File: config.mk
export PLATFORM = sky130hd
export DESIGN_NAME = step_anim_scheduler
export DESIGN_NICKNAME = d
export VERILOG_FILES = /design/src/rtl/anim_pkg.sv /design/src/rtl/step_update_unit.sv /design/src/rtl/step_anim_scheduler.sv
export SDC_FILE = /design/constraint.sdc
export NUM_CORES = 1
export LEC_CHECK = 0
export ABC_AREA = 0
export BUFFER_PORTS_ARGS = -buffer_cell sky130_fd_sc_hd__buf_2
export CORE_MARGIN = 5
export CORE_UTILIZATION = 51
export CTS_CLUSTER_SIZE = 12
export DETAILED_ROUTE_END_ITERATION = 8
export GPL_TIMING_DRIVEN = 0
export HOLD_SLACK_MARGIN = 0.08
export PLACE_DENSITY = 0.74
export SETUP_SLACK_MARGIN = 0.05
export SKIP_LAST_GASP = 1
export SYNTH_ARGS = -nofsm -noshare
export SYNTH_HDL_FRONTEND = slang
export SYNTH_SLANG_ARGS = --single-unit
File: constraint.sdc
create_clock -name Clk -period 2.1 [get_ports Clk]
set_clock_uncertainty 0.05 [all_clocks]
set_input_delay 0.315 -clock Clk [delete_from_list [all_inputs] [get_ports Clk]]
set_output_delay 0.315 -clock Clk [all_outputs]
set_load 0.03 [all_outputs]
File: src/rtl/anim_pkg.sv
// Shared types and constants for the sprite walk-cycle scheduler.
package anim_pkg;

  typedef logic [1:0] step_t;

  typedef enum logic [1:0] {
    IDLE,
    SCAN,
    DONE
  } sched_state_t;

  localparam step_t STEP_MAX = 2'd3;

endpackage

File: src/rtl/step_update_unit.sv
// Combinational next-state for one object's divider and step count; shared across objects.
module step_update_unit
  import anim_pkg::*;
#(
  parameter int unsigned STEP_DIV = 8,
  parameter int unsigned DIV_W    = 4
) (
  input  logic [DIV_W-1:0] div_i,
  input  step_t            step_i,
  input  logic             moving_i,
  input  logic             active_i,
  output logic [DIV_W-1:0] div_o,
  output step_t            step_o
);

  always_comb begin
    div_o  = '0;
    step_o = '0;
    if (!active_i) begin
      div_o  = '0;
      step_o = '0;
    end else if (!moving_i) begin
      // Standing pose.
      div_o  = '0;
      step_o = '0;
    end else if (div_i == DIV_W'(STEP_DIV - 1)) begin
      div_o  = '0;
      step_o = (step_i == STEP_MAX) ? step_t'(0) : step_i + step_t'(1);
    end else begin
      div_o  = div_i + DIV_W'(1);
      step_o = step_i;
    end
  end

endmodule

File: src/rtl/step_anim_scheduler.sv
// Time-multiplexed walk-cycle scheduler: one shared update unit walks all objects per frame tick.
// Optional STEP_TICK_QUEUE_EN keeps one pending tick that arrives while a scan is busy.
module step_anim_scheduler
  import anim_pkg::*;
#(
  parameter int unsigned NUM_OBJ  = 4,
  parameter int unsigned STEP_DIV = 8,
  parameter int unsigned DIV_W    = 4,
  localparam int unsigned IDX_W   = (NUM_OBJ > 1) ? $clog2(NUM_OBJ) : 1
) (
  input  logic                 Clk,
  input  logic                 Reset,
  input  logic                 Frame_Tick,
  input  logic [NUM_OBJ-1:0]   Obj_Moving,
  input  logic [NUM_OBJ-1:0]   Obj_Active,
  input  logic [IDX_W-1:0]     Rd_Idx,
  output logic [1:0]           Rd_Step,
  output logic [2*NUM_OBJ-1:0] Obj_Step_All,
  output logic                 Busy,
  output logic                 Update_Done
);

  sched_state_t       state_q, state_d;
  logic [IDX_W-1:0]   idx_q, idx_d;
  logic [NUM_OBJ-1:0] moving_q, active_q;
  logic               snap_en;
  step_t              step_q [NUM_OBJ];
  logic [DIV_W-1:0]   div_q  [NUM_OBJ];
  step_t              step_nxt;
  logic [DIV_W-1:0]   div_nxt;

`ifdef STEP_TICK_QUEUE_EN
  logic pending_q, pending_d;
`endif

  step_update_unit #(
    .STEP_DIV (STEP_DIV),
    .DIV_W    (DIV_W)
  ) u_update (
    .div_i    (div_q[idx_q]),
    .step_i   (step_q[idx_q]),
    .moving_i (moving_q[idx_q]),
    .active_i (active_q[idx_q]),
    .div_o    (div_nxt),
    .step_o   (step_nxt)
  );

  always_comb begin
    state_d = state_q;
    idx_d   = idx_q;
    snap_en = 1'b0;
    case (state_q)
      IDLE: begin
        if (Frame_Tick) begin
          state_d = SCAN;
          idx_d   = '0;
          snap_en = 1'b1;
        end
      end
      SCAN: begin
        if (idx_q == IDX_W'(NUM_OBJ - 1)) begin
          state_d = DONE;
        end else begin
          idx_d = idx_q + IDX_W'(1);
        end
      end
      DONE: begin
        state_d = IDLE;
`ifdef STEP_TICK_QUEUE_EN
        // A tick landing in DONE is served by the same restart as a queued one.
        if (pending_q || Frame_Tick) begin
          state_d = SCAN;
          idx_d   = '0;
          snap_en = 1'b1;
        end
`endif
      end
      default: state_d = IDLE;
    endcase
  end

`ifdef STEP_TICK_QUEUE_EN
  always_comb begin
    pending_d = pending_q;
    if (state_q == SCAN && Frame_Tick) begin
      pending_d = 1'b1;
    end else if (state_q == DONE) begin
      pending_d = 1'b0;
    end
  end

  always_ff @(posedge Clk) begin
    if (Reset) begin
      pending_q <= 1'b0;
    end else begin
      pending_q <= pending_d;
    end
  end
`endif

  always_ff @(posedge Clk) begin
    if (Reset) begin
      state_q  <= IDLE;
      idx_q    <= '0;
      moving_q <= '0;
      active_q <= '0;
      for (int i = 0; i < NUM_OBJ; i++) begin
        step_q[i] <= '0;
        div_q[i]  <= '0;
      end
    end else begin
      state_q <= state_d;
      idx_q   <= idx_d;
      if (snap_en) begin
        moving_q <= Obj_Moving;
        active_q <= Obj_Active;
      end
      if (state_q == SCAN) begin
        step_q[idx_q] <= step_nxt;
        div_q[idx_q]  <= div_nxt;
      end
    end
  end

  always_comb begin
    Rd_Step = '0;
    if ({1'b0, Rd_Idx} < (IDX_W + 1)'(NUM_OBJ)) begin
      Rd_Step = step_q[Rd_Idx];
    end
  end

  always_comb begin
    Obj_Step_All = '0;
    for (int i = 0; i < NUM_OBJ; i++) begin
      Obj_Step_All[2*i +: 2] = step_q[i];
    end
  end

  assign Busy        = (state_q != IDLE);
  assign Update_Done = (state_q == DONE);

endmodule

* Yosys cells after proc, flatten, opt, wreduce, memory -nomap -nowiden
Memories as Yosys holds them, arrays and structs flattened. A register that Yosys moved wholly into a read port is not among the register bits.
Index checks and enable logic that the tools add are counted.
** Operators by class
- Add/sub/neg operators :: 3
- Order comparisons :: 1
- Equal/unequal tests :: 8
- Mux-type cells :: 34
- Reductions and logical operators :: 7
** Operators with widths (number)
- two-way mux 2 bit :: 15
- two-way mux 4 bit :: 4
- two-way mux 1 bit :: 11
- case mux 2 bit (2 select lines) :: 2
- == test 2 bit (second input constant) :: 3
- != test 2 bit (second input constant) :: 3
- adder 2 x 1 -> 2 bit (second input constant) :: 2
- adder 4 x 1 -> 4 bit (second input constant) :: 1
- binary-select mux 1 bit (select 2 bit) :: 2
- == test 4 x 3 -> 1 bit (second input constant) :: 1
- nonzero test 2 bit :: 2
- OR reduction 4 bit :: 1
- < comparator 2 x 3 -> 1 bit (second input constant) :: 1
- AND reduction 3 bit :: 1
- == test 2 x 1 -> 1 bit (second input constant) :: 1
- zero test 2 bit :: 1
- AND reduction 2 bit :: 1
- OR reduction 2 bit :: 1
** Storage, ports and cells
- Flip-flop bits (word level) :: 12
- Bits in writable memories :: 24
- Input bits :: 13
- Memories :: 2
** Memories
- div_q :: depth 4, bits a word 4, rd ports 1, clocked after memory_dff 1, wr ports 4, RTL line step_anim_scheduler.sv:28 : logic [DIV_W-1:0] div_q [NUM_OBJ];
- step_q :: depth 4, bits a word 2, rd ports 6, clocked after memory_dff 1, wr ports 4, RTL line step_anim_scheduler.sv:27 : step_t step_q [NUM_OBJ];

* Longest topological paths before layout
- Depth in word-level cells :: 6
- Gate-level depth with buffers :: 7

* Modules after synthesis
From an unflattened synthesis, not the netlist that was laid out.
** Second synthesis, totals
- Cell total of the unflattened synthesis :: 139
- Area total of the unflattened synthesis :: 1881.8 um^2
** Modules (own cells, without submodules)
- step_anim_scheduler :: times used 1, cells an instance 121, area each 1734.2 um^2
- step_update_unit :: times used 1, cells an instance 18, area each 147.6 um^2

* Worst setup path before layout
No wires, ideal clock.
- Path kind :: register to register
- Start point :: reg with a tool-made name
- End point :: mem step_q[2][1] (netlist bit), data pin
- Library setup time :: 0.148 ns
- Arrival time :: 2.154 ns
- Setup slack :: -0.252 ns
- Stages on the path, launching flop included :: 8
- Buffers on the path :: 1
- Period minus slack after synthesis :: 2.352 ns
- Cell sequence :: dfxtp_1 buf_6 mux4_1 ha_1 inv_1 a2111oi_2 or3_2 a21oi_1
** RTL lines (RTL line)
- end: declaration :: step_anim_scheduler.sv:27

==> summary.md <==
| Metric | Value |
|---|---|
| CTS tree | done |
| Vias post-DR | 1388 |
| Crit path DAT | 2110 ps |
| Yosys reg bits | 38 |
| Final wirelength | 4060 µm |
| Psw | 0.397 mW |
| Synth area leader | edfxtp_1 |
| Root Driver | clkbuf_8 |
| Clock slew at reported path FFs | 70 ps |
| Synth top area cells | edfxtp_1 37%, dfxtp_1 14%, mux4_1 6.8% |
| # IOs | 25 |
| Core area | 0.00369 mm² |
| ANT cells | 0 |
| Failing checks | negative setup slack |
| Initial antenna violation count | 0 |
| Crit. path cell count | 7 |
| CTS Buf Count | 5 |
| Routed len/inst | 16.8 µm |
| Max-cap violations | 0 |
| Clk_lat worst skew | 290 ps |
| Worst path slowest cell | mux4_2 |
| Worst Tran Pin Value | 531 ps |
| Post-synth top cells | 24 x edfxtp_1, 22 x nor2_1, 14 x dfxtp_1 |
| Avg Inst Size Synth | 12.5 µm² |
| Synthesis-to-layout area growth | 20.7% |
| Met2 WL post-DR | 2060 µm |
| First-pass GRT wire length | 6670 µm |
| Die height | 71.7 µm |
| DP Wirelength | 3080 µm |
| Row count | 22 |
| Critical path type | flop to flop |
| Cell Area, Synth | 0.00194 mm² |
| Max Root-Sink Buffers | 2 |
| Max-slew headroom | 64.5% |
| Gate Count Post-Synth | 156 |
| CP startpoint kind | flop |
| Initial core utilization | 52.7% |
| Synthesized net count | 171 |
| Post-CTS Hold Buffers | 0 |
| Layout Nets | 207 |
| PnR worst setup slack | -16.2 ps |
| Status | complete, but fails checks |
| Max Fclk | 0.473 GHz |
| Unique masters post-synth | 47 |
| Clock group share of total power | 35.5% |
| CP top delay family | multiplexers |
| Via-per-instance ratio | 5.76 |
| Worst Reg-to-Reg Cells | 7 |
| Final setup fails | 3 |
| Synth Warn # | 0 |
| CP cell instances | buf_8 > mux4_2 > ha_4 > inv_4 > xnor2_1 > and4bb_2 > and3_1 |
| ANT nets after route | 0 |
| Unrepaired setup endpoints after global routing | true |
| Detail Route met3 WL | 203 µm |
| Vias in the first global route | 1416 |
| Part of the power in registers | 50.2% |
| Final Max Slew Viols | 0 |
| Main synth FF type | edfxtp_1 |
| DP Cell Count | 228 |
| Largest net degree at the start of global routing | 13 |
| R2r endpoint | div_q[2][2] |
| Sequential fraction of the synthesis area | 51.5% |
| Dominant cell by count in the synthesized netlist | edfxtp_1 |
| DR iter-0 viols | 36 |
| Int Power | 1.29 mW |
| Hold/Removal Path Class | primary input to flop |
| Worst setup EP type | flop |
| H-tree depth | 2 |
| Async set or reset register ratio after synthesis | 0% |
| Drt drc | 0 |
| Final Cycle Share | 101% |
| Drt pass-1 iters | 4 |
| CTS sink count | 38 |
| Leak Pwr | 0.894 nW |
| PortBufs | 24 |
| Reg2Reg Setup Slack | -20 ps |
| WL met1 | 1710 µm |
| Critical path peak fanout | 4 |
| Post-Layout Cell Count | 241 |
| Final instance area | 0.00235 mm² |
| Die Width | 71.7 µm |
| Total grt overflow | 0 |
| Total GRT Usage | 17.3% |
| Share of cells above drive strength 1 | 38.3% |
| Switching Share | 23.6% |
| VDD IR max | 0.700 mV |
| Power per cell area | 718 mW/mm² |
| Placed cell area | 0.00214 mm² |
| Post-synth EDFFs | 24 |
| Crit path to | div_q[2][2] |
| Critical Path RT | 2090 ps |
| Highest routed layer | met4 |
| Slowest stage delay, CP | 540 ps |
| Comb pwr share | 14.3% |
| Final Hold Fails | 0 |
| RePlAce Congestion | 0.827 |
| Die ar. | 0.00514 mm² |
| Share of the synthesized area in the top cell type | 37.1% |
| Tmin final | 2120 ps |
| Critical path buffers and inverters | 2 |
-- worst min path at each step --
stage / cells past startpoint / slack [ps] / startpoint / end
finish: 3 / 210 / Obj_Moving[0] / moving_q[0]
global route: 3 / 210 / Obj_Moving[2] / moving_q[2]
CTS: 3 / 200 / Obj_Active[0] / active_q[0]
detailed placement: 2 / 430 / active_q[0] / active_q[0]
global placement: 2 / 420 / active_q[0] / active_q[0]
floorplan: 1 / 340 / Reset / state_q[0]
-- per-stage QoR --
step / TNS, ps / util (%) / power, mW / worst slack, ps / hold WS (ps)
6_report: -32.0 / 63.6 / 1.68 / -16.2 / 209
5_1_grt: -566 / 63.6 / 1.75 / -79.5 / 213
4_1_cts: -41.3 / 63.3 / 1.70 / -16.8 / 204
3_5_place_dp: -1260 / 57.9 / 1.09 / -172 / 428
3_3_place_gp: -892 / 57.9 / 1.08 / -99.4 / 421
2_1_floorplan: 0 / - / 1.02 / 49.8 / 342
-- state kept, by name, indices dropped and copies added (netlist names), named ones only --
name and count:
div_q 16, step_q 8, active_q 4, moving_q 4, idx_q 2, state_q 2
-- routing by layer --
| metal | GRT usage (%) | vias up |
|---|---|---|
| met5 | 0 | - |
| met4 | 7.72 | 0 |
| met3 | 3.23 | 9 |
| met2 | 29.6 | 48 |
| met1 | 21.3 | 665 |
| li1 | - | 666 |
-- layout make-up --
class	instances	area, µm²
plain buffers	7	52.6
clock buffers	6	72.6
clock inverters	2	37.5
fillers	308	1340
inverters	5	21.3
multi-input cells	106	940
flip-flops and latches	38	1000
well taps	48	60.1
repair buffers	29	158
-- power by group through the flow --
stage	Sequential, mW	Combinational [mW]	Clock, mW
CTS	0.846	0.242	0.612
global placement	0.861	0.216	0
global route	0.850	0.260	0.636
floorplan	0.870	0.152	0
detailed placement	0.864	0.223	0
finish	0.846	0.240	0.598
-- what timing repair did --
item	4_1_cts	5_1_grt
gates resized for setup	13	1
buffers inserted	4	1
cloned	0	0
pin swaps	1	4
setup endpoints to repair	13	16
-- tightest hold or removal path, stage by stage --
cell     delay (ps)
buf_2            70
mux2i_1          50
nor2_1           70
-- logic make-up (layout without fill, tap and decap cells) --
| group | after synthesis | in the layout | synth area share [%] |
|---|---|---|---|
| AO/OA/AOI/OAI | 24 | 24 | 9.08 |
| adder cells (fa/ha/maj) | 2 | 2 | 1.29 |
| XOR/XNOR | 1 | 1 | 0.451 |
| flip-flops | 38 | 38 | 51.5 |
| buffers and inverters | 12 | 49 | 3.35 |
| multiplexers | 22 | 22 | 17.0 |
| AND/OR/NAND/NOR | 57 | 57 | 17.3 |
-- layout by cell type, fill, tap and decap left out, types with 2 or more instances in the layout --
cell type  instances
edfxtp_1          24
buf_2             24
nor2_1            22
dfxtp_1           13
mux2i_1           11
buf_4              7
a211oi_2           5
clkbuf_8           5
mux4_2             4
nand3_1            4
a21oi_1            4
inv_1              4
or2_2              3
clkbuf_1           3
nand2_1            3
mux4_1             3
and2_1             3
nand3b_1           3
mux2_2             3
and3_1             3
or3b_4             2
nor3_1             2
a22oi_1            2
a21oi_2            2
Note: power is estimated with default switching activity, not from simulation.
